**src/rtl/ntt_stage_sequencer.sv**
```systemverilog
// Stage controller for the 257-point NTT memory subsystem: sequences stage/incr/soft_reset of mem_control.
// Optional abort path (ports abort/aborted) is compiled in when NTT_SEQ_ABORT_EN is defined.
module ntt_stage_sequencer #(
  parameter int STAGE_LEN  = 85,
  parameter int NUM_STAGES = 3,
  parameter int DRAIN_CYC  = 4,
  localparam int CNT_W = $clog2(STAGE_LEN + 1)
) (
  input  logic             clk,
  input  logic             reset_n,
  input  logic             start,
  input  logic             stall,
`ifdef NTT_SEQ_ABORT_EN
  input  logic             abort,
  output logic             aborted,
`endif
  output logic             busy,
  output logic             done,
  output logic [1:0]       stage,
  output logic             incr,
  output logic             soft_reset,
  output logic [CNT_W-1:0] step_cnt
);

  // state | meaning
  // IDLE  | waiting for start
  // CLR   | one-cycle soft_reset of mem_control at stage entry
  // RUN   | issuing incr strobes, held off by stall
  // DRAIN | butterfly pipeline flush after the last incr
  // DONE  | one-cycle done pulse
  // ABORT | one-cycle soft_reset after an abort
  typedef enum logic [2:0] {S_IDLE, S_CLR, S_RUN, S_DRAIN, S_DONE, S_ABORT} state_t;

  localparam int DRN_W = (DRAIN_CYC > 0) ? $clog2(DRAIN_CYC + 1) : 1;
  localparam logic [CNT_W-1:0] LAST_STEP  = CNT_W'(STAGE_LEN - 1);
  localparam logic [DRN_W-1:0] DRN_LOAD   = (DRAIN_CYC > 0) ? DRN_W'(DRAIN_CYC - 1) : '0;
  localparam logic [1:0]       LAST_STAGE = 2'(NUM_STAGES - 1);

  state_t           state, state_nxt;
  logic [1:0]       stage_nxt;
  logic [CNT_W-1:0] step_nxt;
  logic [DRN_W-1:0] drn_cnt, drn_nxt;
  logic             stage_end;
  logic             abort_req;

`ifdef NTT_SEQ_ABORT_EN
  assign abort_req = abort;
  assign aborted   = (state == S_ABORT);
`else
  assign abort_req = 1'b0;
`endif

  always_ff @(posedge clk) begin
    if (!reset_n) begin
      state    <= S_IDLE;
      stage    <= '0;
      step_cnt <= '0;
      drn_cnt  <= '0;
    end else begin
      state    <= state_nxt;
      stage    <= stage_nxt;
      step_cnt <= step_nxt;
      drn_cnt  <= drn_nxt;
    end
  end

  always_comb begin
    state_nxt  = state;
    stage_nxt  = stage;
    step_nxt   = step_cnt;
    drn_nxt    = drn_cnt;
    busy       = 1'b0;
    done       = 1'b0;
    incr       = 1'b0;
    soft_reset = 1'b0;
    stage_end  = 1'b0;

    unique case (state)
      S_IDLE: begin
        if (start) begin
          state_nxt = S_CLR;
          stage_nxt = '0;
        end
      end
      S_CLR: begin
        busy       = 1'b1;
        soft_reset = 1'b1;
        step_nxt   = '0;
        state_nxt  = S_RUN;
      end
      S_RUN: begin
        busy = 1'b1;
        incr = !stall;
        if (incr) begin
          step_nxt = step_cnt + 1'b1;
          if (step_cnt == LAST_STEP) begin
            if (DRAIN_CYC > 0) begin
              state_nxt = S_DRAIN;
              drn_nxt   = DRN_LOAD;
            end else begin
              stage_end = 1'b1;
            end
          end
        end
      end
      S_DRAIN: begin
        busy = 1'b1;
        if (drn_cnt == '0) stage_end = 1'b1;
        else               drn_nxt   = drn_cnt - 1'b1;
      end
      S_DONE: begin
        done      = 1'b1;
        stage_nxt = '0;
        state_nxt = S_IDLE;
      end
      S_ABORT: begin
        soft_reset = 1'b1;
        state_nxt  = S_IDLE;
      end
      default: state_nxt = S_IDLE;
    endcase

    if (stage_end) begin
      if (stage == LAST_STAGE) begin
        state_nxt = S_DONE;
      end else begin
        stage_nxt = stage + 1'b1;
        state_nxt = S_CLR;
      end
    end

    // abort wins over any stage-end decision made this cycle
    if (abort_req && busy) begin
      state_nxt = S_ABORT;
      stage_nxt = '0;
      step_nxt  = '0;
      drn_nxt   = '0;
    end
  end

endmodule

```
**config.mk**
```make
export PLATFORM = sky130hd
export DESIGN_NAME = ntt_stage_sequencer
export DESIGN_NICKNAME = d
export VERILOG_FILES = /design/src/rtl/ntt_stage_sequencer.sv
export SDC_FILE = /design/constraint.sdc
export NUM_CORES = 1
export LEC_CHECK = 0
export CAP_MARGIN = 20
export CELL_PAD_IN_SITES_DETAIL_PLACEMENT = 0
export CELL_PAD_IN_SITES_GLOBAL_PLACEMENT = 1
export CORE_UTILIZATION = 32
export CTS_CLUSTER_DIAMETER = 120
export DETAILED_ROUTE_END_ITERATION = 7
export GPL_TIMING_DRIVEN = 0
export MAX_ROUTING_LAYER = met4
export PLACE_DENSITY = 0.74
export SETUP_SLACK_MARGIN = 0.02
export SYNTH_ARGS = -nofsm -noshare
export SYNTH_HDL_FRONTEND = slang
export SYNTH_SLANG_ARGS = --single-unit
export TNS_END_PERCENT = 100
```
**constraint.sdc**
```tcl
create_clock -name clk -period 1.45 [get_ports clk]
set_input_delay 0.29 -clock clk [delete_from_list [all_inputs] [get_ports clk]]
set_output_delay 0.29 -clock clk [all_outputs]
set_load 0.005 [all_outputs]
```
==> out/qor.txt <==
CTS tree = built
Fin cells = 177
Clk buf depth = 2
Post-route cell area = 1420 µm²
Post-DP HPWL = 1.32 mm
Fin. max-slew vios = 0
Final Hold Fails = 0
Total power = 1.42 mW
Syn nets = 109
GPL Wtd Cong = 0.782
Final setup fails = 13
CORE AREA = 2450 µm²
Post-DRT Antenna Nets = 0
Row cnt = 18
CP Launch Type = flip-flop
Tmin final = 1620 ps
CTS Hold Buffers Added = 0
Boundary Pins = 17
Multi-input logic area = 613 µm²
CTS sink cnt = 15
Post-placement cell area = 1040 µm²
Avg Cell Area, Syn = 8.23 µm²
Worst-path maximum fanout = 3
Wirelength per Cell = 13.3 µm
Initial antenna violation count = 0
Drt drc = 0
Worst setup EP type = primary output
Rel. slew slack = 0.703
Share of layout cells above drive strength 1 = 0.537
Pre-antenna DRT Iters = 4
Pre-CTS setup slack = -547 ps
Max Fclk = 619 MHz
Period utilization = 1.11
Post-Place Cells = 147
Starting density of the core = 0.338
Number of diodes = 0
Unrepaired setup endpoints after global routing = true
Final #Nets = 156
First-pass GRT wire length = 3.76 mm
Critical path cell sequence = buf_6 > or3b_4 > nor2_2 > buf_2
Via count = 904
Total Routing Usage GR = 0.189
Max stage delay on crit path = 400 ps
Hold crit path type = reg -> reg
Clk_lat worst skew = 280 ps
PD cells = 1000 nW/µm²
Synth warnings = 0
H-tree Lvls = 1
Reg2Reg Setup Slack = -130 ps
Max IR drop VDD = 809 µV
Synth-to-Final Area Change = 71.4%
Die Ht = 53.0 µm
Crit path kind = reg -> out
Final Routed Wirelength = 2.35 mm
Vias in the first global route = 870
Final Util = 0.580
Max cap viols = 0
Vias/cell = 5.11
Crit-path slowest cell = or3b_4
Starting DRT DRC Count = 9
Reg clk slew, reported paths = 100 ps
Final worst slack = -166 ps
Measured slew at the worst slew-check pin = 443 ps
IO Port Bufs = 16
Crit-path leading delay family = simple AND/OR/NAND/NOR gates
Pin count of the biggest net entering global routing = 10
Worst path bufs/invs = 2
Distinct cells, synth = 32
Die width = 53.0 µm
Crit path DAT = 1330 ps
Seq cells post-synth = 15
Total CTS buffers = 3
CP required = 1160 ps
Leakage dissipation = 0.643 nW
Outcome = finished, violations left
Die area = 2800 µm²
Failing checks = negative setup slack
Gr ovfl total = 0
Root buf cell = clkbuf_4
Mapped Area = 831 µm²
Post-Syn Instances = 101
Post-synthesis sequential area ratio = 0.361
Register area = 322 µm²
Layout Skew = 1.60 ps
Filler Cell Count = 228
-- cells in the final DEF (no fill, tap or decap), types with 2 or more instances in the layout --
cell type / netlist / routed
o21ai_1: 0 / 3
nor3_1: 6 / 4
dfxtp_2: 0 / 11
buf_2: 1 / 4
ha_4: 0 / 2
nor2_4: 0 / 2
dfxtp_4: 0 / 2
or3_1: 6 / 4
nand4b_1: 2 / 2
a21oi_1: 9 / 4
nor2_2: 1 / 2
a211oi_2: 0 / 2
buf_6: 1 / 7
dlymetal6s2s_1: 0 / 4
a21oi_2: 0 / 5
clkbuf_4: 0 / 3
dlygate4sd2_1: 0 / 5
nor3_2: 0 / 2
o21ai_2: 0 / 2
inv_2: 0 / 2
buf_4: 0 / 21
dfxtp_1: 15 / 2
inv_1: 8 / 6
or3_4: 0 / 2
nor2_1: 6 / 3
nand4_1: 2 / 2
clkdlybuf4s50_1: 0 / 3
and2_1: 2 / 2
nand2_1: 7 / 5
nand3_1: 2 / 2
o21ai_0: 9 / 4
a31oi_1: 2 / 2
ha_1: 4 / 2
-- repair_timing --
action                     4_1_cts  5_1_grt
cloned                           1        0
gates resized for setup         53       29
buffers inserted                22        5
setup endpoints to repair       25       21
pin swaps                       12       20
-- cell usage after synthesis (all sizes together) --
| cell type | n | area (µm²) |
|---|---|---|
| a211oi | 3 | 22.5 |
| a21oi | 9 | 45.0 |
| a31oi | 2 | 12.5 |
| and2 | 2 | 12.5 |
| and2b | 1 | 8.76 |
| and3 | 1 | 6.26 |
| and4b | 1 | 10.0 |
| buf | 2 | 16.3 |
| clkbuf | 1 | 3.75 |
| dfxtp | 15 | 300 |
| ha | 4 | 50.1 |
| inv | 8 | 30.0 |
| nand2 | 7 | 26.3 |
| nand2b | 1 | 6.26 |
| nand3 | 2 | 10.0 |
| nand4 | 2 | 12.5 |
| nand4b | 2 | 17.5 |
| nand4bb | 1 | 11.3 |
| nor2 | 7 | 28.8 |
| nor2b | 1 | 6.26 |
| nor3 | 6 | 30.0 |
| nor3b | 1 | 12.5 |
| nor4 | 1 | 21.3 |
| o21a | 1 | 7.51 |
| o21ai | 9 | 45.0 |
| o21bai | 2 | 15.0 |
| or2 | 1 | 6.26 |
| or2b | 1 | 7.51 |
| or3 | 6 | 37.5 |
| or3b | 1 | 11.3 |
-- final cells by class --
type,instances,area share
plain buffers,3,0.0264
clock buffers,4,0.0185
inverters,8,0.0211
multi-input cells,75,0.431
flip-flops and latches,15,0.226
well taps,30,0.0264
repair buffers,42,0.251
-- registers in the layout (all words and copies together), names as in the netlist --
name	count
step_cnt	7
stage	2
drn_cnt	3
state	3
-- power by group --
| group | internal (mW) | leakage [nW] | switching, mW |
|---|---|---|---|
| sequential | 0.442 | 0.128 | 0.0183 |
| clock | 0.107 | 0.0150 | 0.145 |
| combinational | 0.378 | 0.500 | 0.335 |
| total | 0.927 | 0.643 | 0.498 |
-- layer usage --
| metal | up-vias | GRT usage | share of wire |
|---|---|---|---|
| met5 | - | - | 0 |
| met3 | 2 | 0.0345 | 0.034 |
| met4 | 0 | 0.0658 | 0.0064 |
| li1 | 452 | - | - |
| met1 | 431 | 0.236 | 0.45 |
| met2 | 19 | 0.304 | 0.51 |
-- logic make-up after synthesis --
family,count (synthesis),share of synthesized area
flip-flops,15,0.361
adder cells (fa/ha/maj),4,0.0602
AND/OR/NAND/NOR,45,0.340
AO/OA/AOI/OAI,26,0.178
buffers and inverters,11,0.0602
-- stage by stage --
| stage | setup TNS [ps] | hold WS (ps) |
|---|---|---|
| after floorplan | -33.8 | 399 |
| after global placement | -4230 | 424 |
| after detailed placement | -4360 | 439 |
| after CTS | -984 | 510 |
| after global routing | -2070 | 547 |
| final | -1200 | 519 |
-- final timing paths --
kind	cells past startpoint	to	start
setup / recovery	4	incr	state[0]
hold / removal	2	step_cnt[3]	step_cnt[3]
setup reg to reg	6	drn_cnt[2]	state[0]
hold reg to reg	2	step_cnt[3]	step_cnt[3]
-- worst min-delay path, cell delays in order (launching register included) --
cell     delay, ps
dfxtp_2        350
o21ai_1         70
a21oi_1         70
Note: power is estimated with default switching activity, not from simulation.
